## src/rtl/dsp_addsub_pipe.sv

```systemverilog
// Pipelined add/sub/accumulate unit: one 16-bit slice per stage with the
// inter-slice carry registered, a global stall on output backpressure.
module dsp_addsub_pipe #(
  parameter int WIDTH = 32
) (
  input  logic             clk,
  input  logic             rst_n,
  input  logic             in_valid,
  output logic             in_ready,
  input  logic [1:0]       op,
  input  logic [WIDTH-1:0] a_in,
  input  logic [WIDTH-1:0] b_in,
  output logic             out_valid,
  input  logic             out_ready,
  output logic [WIDTH-1:0] sum,
  output logic             carry_out,
  output logic             overflow,
  output logic [WIDTH-1:0] acc_out
);

  localparam int LAT = WIDTH / 16;

  typedef enum logic [1:0] {
    OP_ADD  = 2'b00,
    OP_SUB  = 2'b01,
    OP_ACC  = 2'b10,
    OP_LOAD = 2'b11
  } op_e;

  // Stage k holds slices 0..k of the result plus the full operands of its beat.
  logic [LAT-1:0]   st_valid;
  logic [LAT-1:0]   st_carry;
  op_e              st_op  [LAT];
  logic [WIDTH-1:0] st_a   [LAT];
  logic [WIDTH-1:0] st_b   [LAT];
  logic [WIDTH-1:0] st_sum [LAT];

  logic [WIDTH-1:0] acc;
  logic [WIDTH-1:0] b_eff;
  logic             cin;
  logic             advance;
  logic             acc_busy;
  logic [WIDTH-1:0] nxt_sum [LAT];
  logic [LAT-1:0]   nxt_carry;

  // Operand B after op decode: inverted for SUB, the accumulator for ACC,
  // zero for LOAD so the LOAD beat carries no carry or overflow.
  always_comb begin
    // NOTE: every always_comb output gets a default first so no path can
    // leave it unassigned and infer a latch.
    b_eff = b_in;
    cin   = 1'b0;
    unique case (op_e'(op))
      OP_ADD:  b_eff = b_in;
      OP_SUB:  begin b_eff = ~b_in; cin = 1'b1; end
      OP_ACC:  b_eff = acc;
      OP_LOAD: b_eff = '0;
    endcase
  end

  always_comb begin
    nxt_sum[0] = '0;
    {nxt_carry[0], nxt_sum[0][15:0]} =
      {1'b0, a_in[15:0]} + {1'b0, b_eff[15:0]} + 17'(cin);
    for (int k = 1; k < LAT; k++) begin
      nxt_sum[k] = st_sum[k-1];
      {nxt_carry[k], nxt_sum[k][16*k +: 16]} =
        {1'b0, st_a[k-1][16*k +: 16]} + {1'b0, st_b[k-1][16*k +: 16]} +
        17'(st_carry[k-1]);
    end
  end

  // Any ACC/LOAD in flight blocks new beats so ACC always reads a settled acc.
  always_comb begin
    acc_busy = 1'b0;
    for (int k = 0; k < LAT; k++) begin
      if (st_valid[k] && (st_op[k] == OP_ACC || st_op[k] == OP_LOAD)) acc_busy = 1'b1;
    end
  end

  assign out_valid = st_valid[LAT-1];
  assign advance   = !(out_valid && !out_ready);
  assign in_ready  = advance && !acc_busy;

  always_ff @(posedge clk or negedge rst_n) begin
    if (!rst_n) begin
      // NOTE: stage data is reset along with the valids because sum,
      // carry_out and overflow must read 0 the moment rst_n falls.
      st_valid <= '0;
      st_carry <= '0;
      for (int k = 0; k < LAT; k++) begin
        st_op[k]  <= OP_ADD;
        st_a[k]   <= '0;
        st_b[k]   <= '0;
        st_sum[k] <= '0;
      end
    end else if (advance) begin
      // NOTE: non-blocking assignments so each stage captures its
      // neighbour's pre-edge value and the shift is order-independent.
      st_valid[0] <= in_valid && in_ready;
      st_op[0]    <= op_e'(op);
      st_a[0]     <= a_in;
      st_b[0]     <= b_eff;
      st_sum[0]   <= nxt_sum[0];
      st_carry[0] <= nxt_carry[0];
      for (int k = 1; k < LAT; k++) begin
        st_valid[k] <= st_valid[k-1];
        st_op[k]    <= st_op[k-1];
        st_a[k]     <= st_a[k-1];
        st_b[k]     <= st_b[k-1];
        st_sum[k]   <= nxt_sum[k];
        st_carry[k] <= nxt_carry[k];
      end
    end
  end

  // The accumulator commits only when its ACC/LOAD result leaves the block.
  always_ff @(posedge clk or negedge rst_n) begin
    if (!rst_n) begin
      acc <= '0;
    end else if (out_valid && out_ready) begin
      if (st_op[LAT-1] == OP_ACC)  acc <= st_sum[LAT-1];
      if (st_op[LAT-1] == OP_LOAD) acc <= st_a[LAT-1];
    end
  end

  assign sum       = st_sum[LAT-1];
  assign acc_out   = acc;
  assign carry_out = st_carry[LAT-1] && (st_op[LAT-1] != OP_LOAD);
  assign overflow  = (st_op[LAT-1] != OP_LOAD) &&
                     (st_a[LAT-1][WIDTH-1] == st_b[LAT-1][WIDTH-1]) &&
                     (st_sum[LAT-1][WIDTH-1] != st_a[LAT-1][WIDTH-1]);

endmodule

```

## config.mk

```make
export PLATFORM = sky130hd
export DESIGN_NAME = dsp_addsub_pipe
export DESIGN_NICKNAME = d
export VERILOG_FILES = /design/src/rtl/dsp_addsub_pipe.sv
export SDC_FILE = /design/constraint.sdc
export NUM_CORES = 1
export LEC_CHECK = 0
export ABC_CLOCK_PERIOD_IN_PS = 2650
export CAP_MARGIN = 15
export CORE_ASPECT_RATIO = 0.75
export CORE_MARGIN = 1
export CORE_UTILIZATION = 55
export CTS_BUF_LIST = sky130_fd_sc_hd__clkbuf_4 sky130_fd_sc_hd__clkbuf_8
export DETAILED_ROUTE_END_ITERATION = 8
export PLACE_DENSITY = 0.82
export SLEW_MARGIN = 10
export SYNTH_ARGS = -nofsm -noshare
export SYNTH_HDL_FRONTEND = slang
export SYNTH_SLANG_ARGS = --single-unit
```

## constraint.sdc

```tcl
create_clock -name clk -period 2.65 [get_ports clk]
set_clock_uncertainty 0.1 [all_clocks]
set_input_delay 0.3975 -clock clk [delete_from_list [all_inputs] [get_ports clk]]
set_output_delay 0.3975 -clock clk [all_outputs]
set_load 0.005 [all_outputs]
```

==> impl_summary.log <==
[metrics] sw power: 4.23 mW
[metrics] Top FF cell, synth: dfrtp_1
[metrics] Antenna diodes: 0
[metrics] nature of the critical path endpoint: flip-flop
[metrics] final weighted congestion in routability-driven placement: 0.899
[metrics] CTS sink cnt: 169
[metrics] buffer depth of the longest clock path: 2
[metrics] Max IR drop VDD: 529 uV
[metrics] dominant cell by count in the synthesized netlist: nand2_1
[metrics] number of filler cells placed in the layout: 1,157
[metrics] cell count after placement: 1,335
[metrics] pin count of the biggest net entering global routing: 87
[metrics] overflow left after global routing: 0
[metrics] Area Growth Syn to Fin: 29.2%
[metrics] Gate power share: 44.3%
[metrics] worst endpoint required time: 2.88 ns
[metrics] insertion delay of the later-clocked pin in the worst-skew pair: 0.45 ns
[metrics] clock tree root driver cell: clkbuf_8
[metrics] Final nets: 1,258
[metrics] portion of synthesized cell area occupied by the leading cell type: 49.2%
[metrics] final instance count without filler cells: 1,370
[metrics] Worst Setup Start Kind: flip-flop
[metrics] effective utilization at floorplan: 56.3%
[metrics] Worst-path clk slew: 0.08 ns
[metrics] register share of total power: 40.1%
[metrics] DP HPWL: 15,500 um
[metrics] FMAX: 389 MHz
[metrics] cell area after synthesis: 8600 um^2
[metrics] Detail Route Antenna Nets: 0
[metrics] number of global-route vias before repair: 7,214
[metrics] via/cell ratio: 5.48
[metrics] final cycle utilization of the critical path: 97.1%
[metrics] Die Footprint: 16,200 um^2
[metrics] number of distinct standard cells referenced by the synthesized netlist: 55
[metrics] number of flops mapped to enable cells by yosys: 0
[metrics] number of placed I/O pins: 138
[metrics] pwr/cell area: 1010 nW/um^2
[metrics] clock period minus worst slack: 2.57 ns
[metrics] Synth area leaders: dfrtp_1, nand2_1, o21ai_0
[metrics] area of the multi-input gates: 4230 um^2
[metrics] CTS HTree Levels: 4
[metrics] switching part of the total: 37.6%
[metrics] leakage: 5.39 nW
[metrics] Overall Power: 11.2 mW
[metrics] data arrival time at the worst-slack endpoint: 2.80 ns
[metrics] GRT Total Usage: 28.8%
[metrics] largest area contributor in the synthesized netlist: dfrtp_1
[metrics] final wirelength: 22,100 um
[metrics] Routed WL per cell: 16.1 um
[metrics] number of design-rule violations left by the first detailed-router iteration: 606
[metrics] Worst slew margin: 54.5%
[metrics] TritonCTS clock tree: done
[metrics] router iterations before antenna repair: 5
[metrics] Maximum Capacitance Violations: 0
[metrics] number of port buffers: 137
[metrics] y dimension of the die: 110 um
[metrics] Die Wd: 146 um
[metrics] worst setup path class: reg -> reg
[metrics] Core Rows: 39
[metrics] net count after synthesis: 1,086
[metrics] wire length of the first global-routing pass: 35,800 um
[metrics] DRC violations left: 0
[metrics] FF+latch area: 4230 um^2
[metrics] syn avg cell area: 8.76 um^2
[metrics] vias after detailed routing: 7,511
[metrics] count of yosys warnings during synthesis: 0
[metrics] outcome: complete, no violations
[metrics] gate count after technology mapping: 982
[metrics] internal power component: 7.01 mW
[metrics] worst min-delay path class: reg -> reg
[metrics] proportion of layout cells with a drive suffix above 1: 11.2%
[metrics] final hold violation count: 0
[metrics] relative contribution of the clock network to total power: 15.5%
[metrics] clock buffer count from CTS: 17
[metrics] maximum net fanout on the critical path: 2
[metrics] initial antenna violation count: 0
[metrics] register bit total from synthesis: 169
[metrics] top cells by count, synth: nand2_1, dfrtp_1, o21ai_0, a21oi_1, nor2_1
[metrics] share of async-settable or async-resettable flops after synthesis: 100%
[metrics] core area: 15,300 um^2
[metrics] Slew @ Worst Pin: 0.682 ns
[metrics] number of pins with negative max-slew slack in the final report: 0
[metrics] final core occ: 72.8%
[metrics] register area share after synthesis: 49.2%
[metrics] final setup fails: 0
==> cell usage in the layout (no fill, tap or decap), drive strengths merged, types with 4 or more instances in the layout <==
cell type	Yosys	final
mux2i	33	33
nor2	45	45
clkbuf	40	23
a21o	11	11
fa	4	4
nor2b	6	6
a21oi	54	54
dfrtp	169	169
a211oi	5	5
o21ai	88	88
o31ai	5	5
nand2	352	352
nand2b	7	7
inv	10	11
nand3	7	7
ha	30	30
o211ai	5	5
clkdlybuf4s50	0	132
o21a	4	4
buf	13	70
xnor2	41	41
nor3	5	5
a21boi	4	4
xor2	10	10
==> path summary, 6_finish.rpt <==
check / startpoint / end / slack [ns] / cells past startpoint
setup / recovery: st_carry[0] / st_carry[1] / 0.08 / 10
setup reg to reg: st_carry[0] / st_carry[1] / 0.08 / 10
hold / removal: st_a[25] / st_a[25] / 0.37 / 2
max in group asynchronous: rst_n / acc_out[12] / 1.25 / 3
hold reg to reg: st_a[25] / st_a[25] / 0.37 / 2
min in group asynchronous: rst_n / st_a[5] / 0.42 / 2
==> per-layer routing <==
| layer | routed length, um | up-vias | track usage, % |
|---|---|---|---|
| li1 | - | 3607 | - |
| met1 | 10300 | 3609 | 41.0 |
| met4 | 373 | 0 | 9.60 |
| met5 | 0 | - | 0 |
| met3 | 1410 | 30 | 5.80 |
| met2 | 10100 | 265 | 44.3 |
==> sequential cells by signal, indices dropped and copies added, names as in the netlist <==
signal,flops
st_b,17
st_valid,2
acc_out,32
st_carry,2
nxt_sum,16
st_op,4
st_a,64
sum,32
==> per-stage QoR <==
step	hold WS [ns]	TNS, ns	area, um^2	worst slack [ns]
finish	0.369	0	11100	0.0775
global route	0.356	-0.0585	11100	-0.0320
CTS	0.346	0	11000	0.00308
detailed placement	0.340	-6.07	10600	-0.644
global placement	0.335	-5.18	10600	-0.542
floorplan	0.00191	-0.955	8700	-0.218
==> power groups by stage <==
stage                     clock network, mW  registers [mW]  logic, mW
final                                  1.75            4.51       4.98
after global routing                   1.89            4.65       5.56
after CTS                              1.77            4.50       4.89
after detailed placement                  0            4.54       4.84
after global placement                    0            4.51       4.65
after floorplan                           0            4.33       2.74
==> repair_timing <==
| item | in CTS | in global routing |
|---|---|---|
| hold buffers | 1 | 0 |
| hold endpoints to repair | 63 | 0 |
| setup endpoints to repair | 9 | 9 |
| gates resized for setup | 4 | 14 |
| buffers inserted | 1 | 3 |
| pin swaps | 1 | 9 |
==> worst max-delay path: stages, from the launching register on <==
cell and delay, ns:
dfrtp_1 0.38, inv_1 0.09, fa_1 0.19, inv_1 0.05
fa_1 0.40, a21oi_2 0.16, o211ai_1 0.17, a31oi_2 0.35
o21ai_2 0.14, a2111oi_4 0.31, nor3_1 0.10
==> final cells by class <==
cell class	count	share of cell area, %
multi-input cells	750	38.1
flip-flops and latches	169	38.1
clock buffers	23	2.68
inverters	10	0.338
clock inverters	7	0.619
well taps	205	2.31
repair buffers	206	17.9
==> cell families (layout without fill, tap and decap cells) <==
group	count (synthesis)	in the layout	synth area share [%]
and+or+nand+nor	435	435	20.1
AOI/OAI and AO/OA	197	197	13.3
DFF	169	169	49.2
buffers and inverters	63	246	3.13
xor gates and xnor gates	51	51	5.19
adders and majority gates	34	34	5.29
muxes	33	33	3.84
No activity file was read; power rests on OpenSTA's default activity.
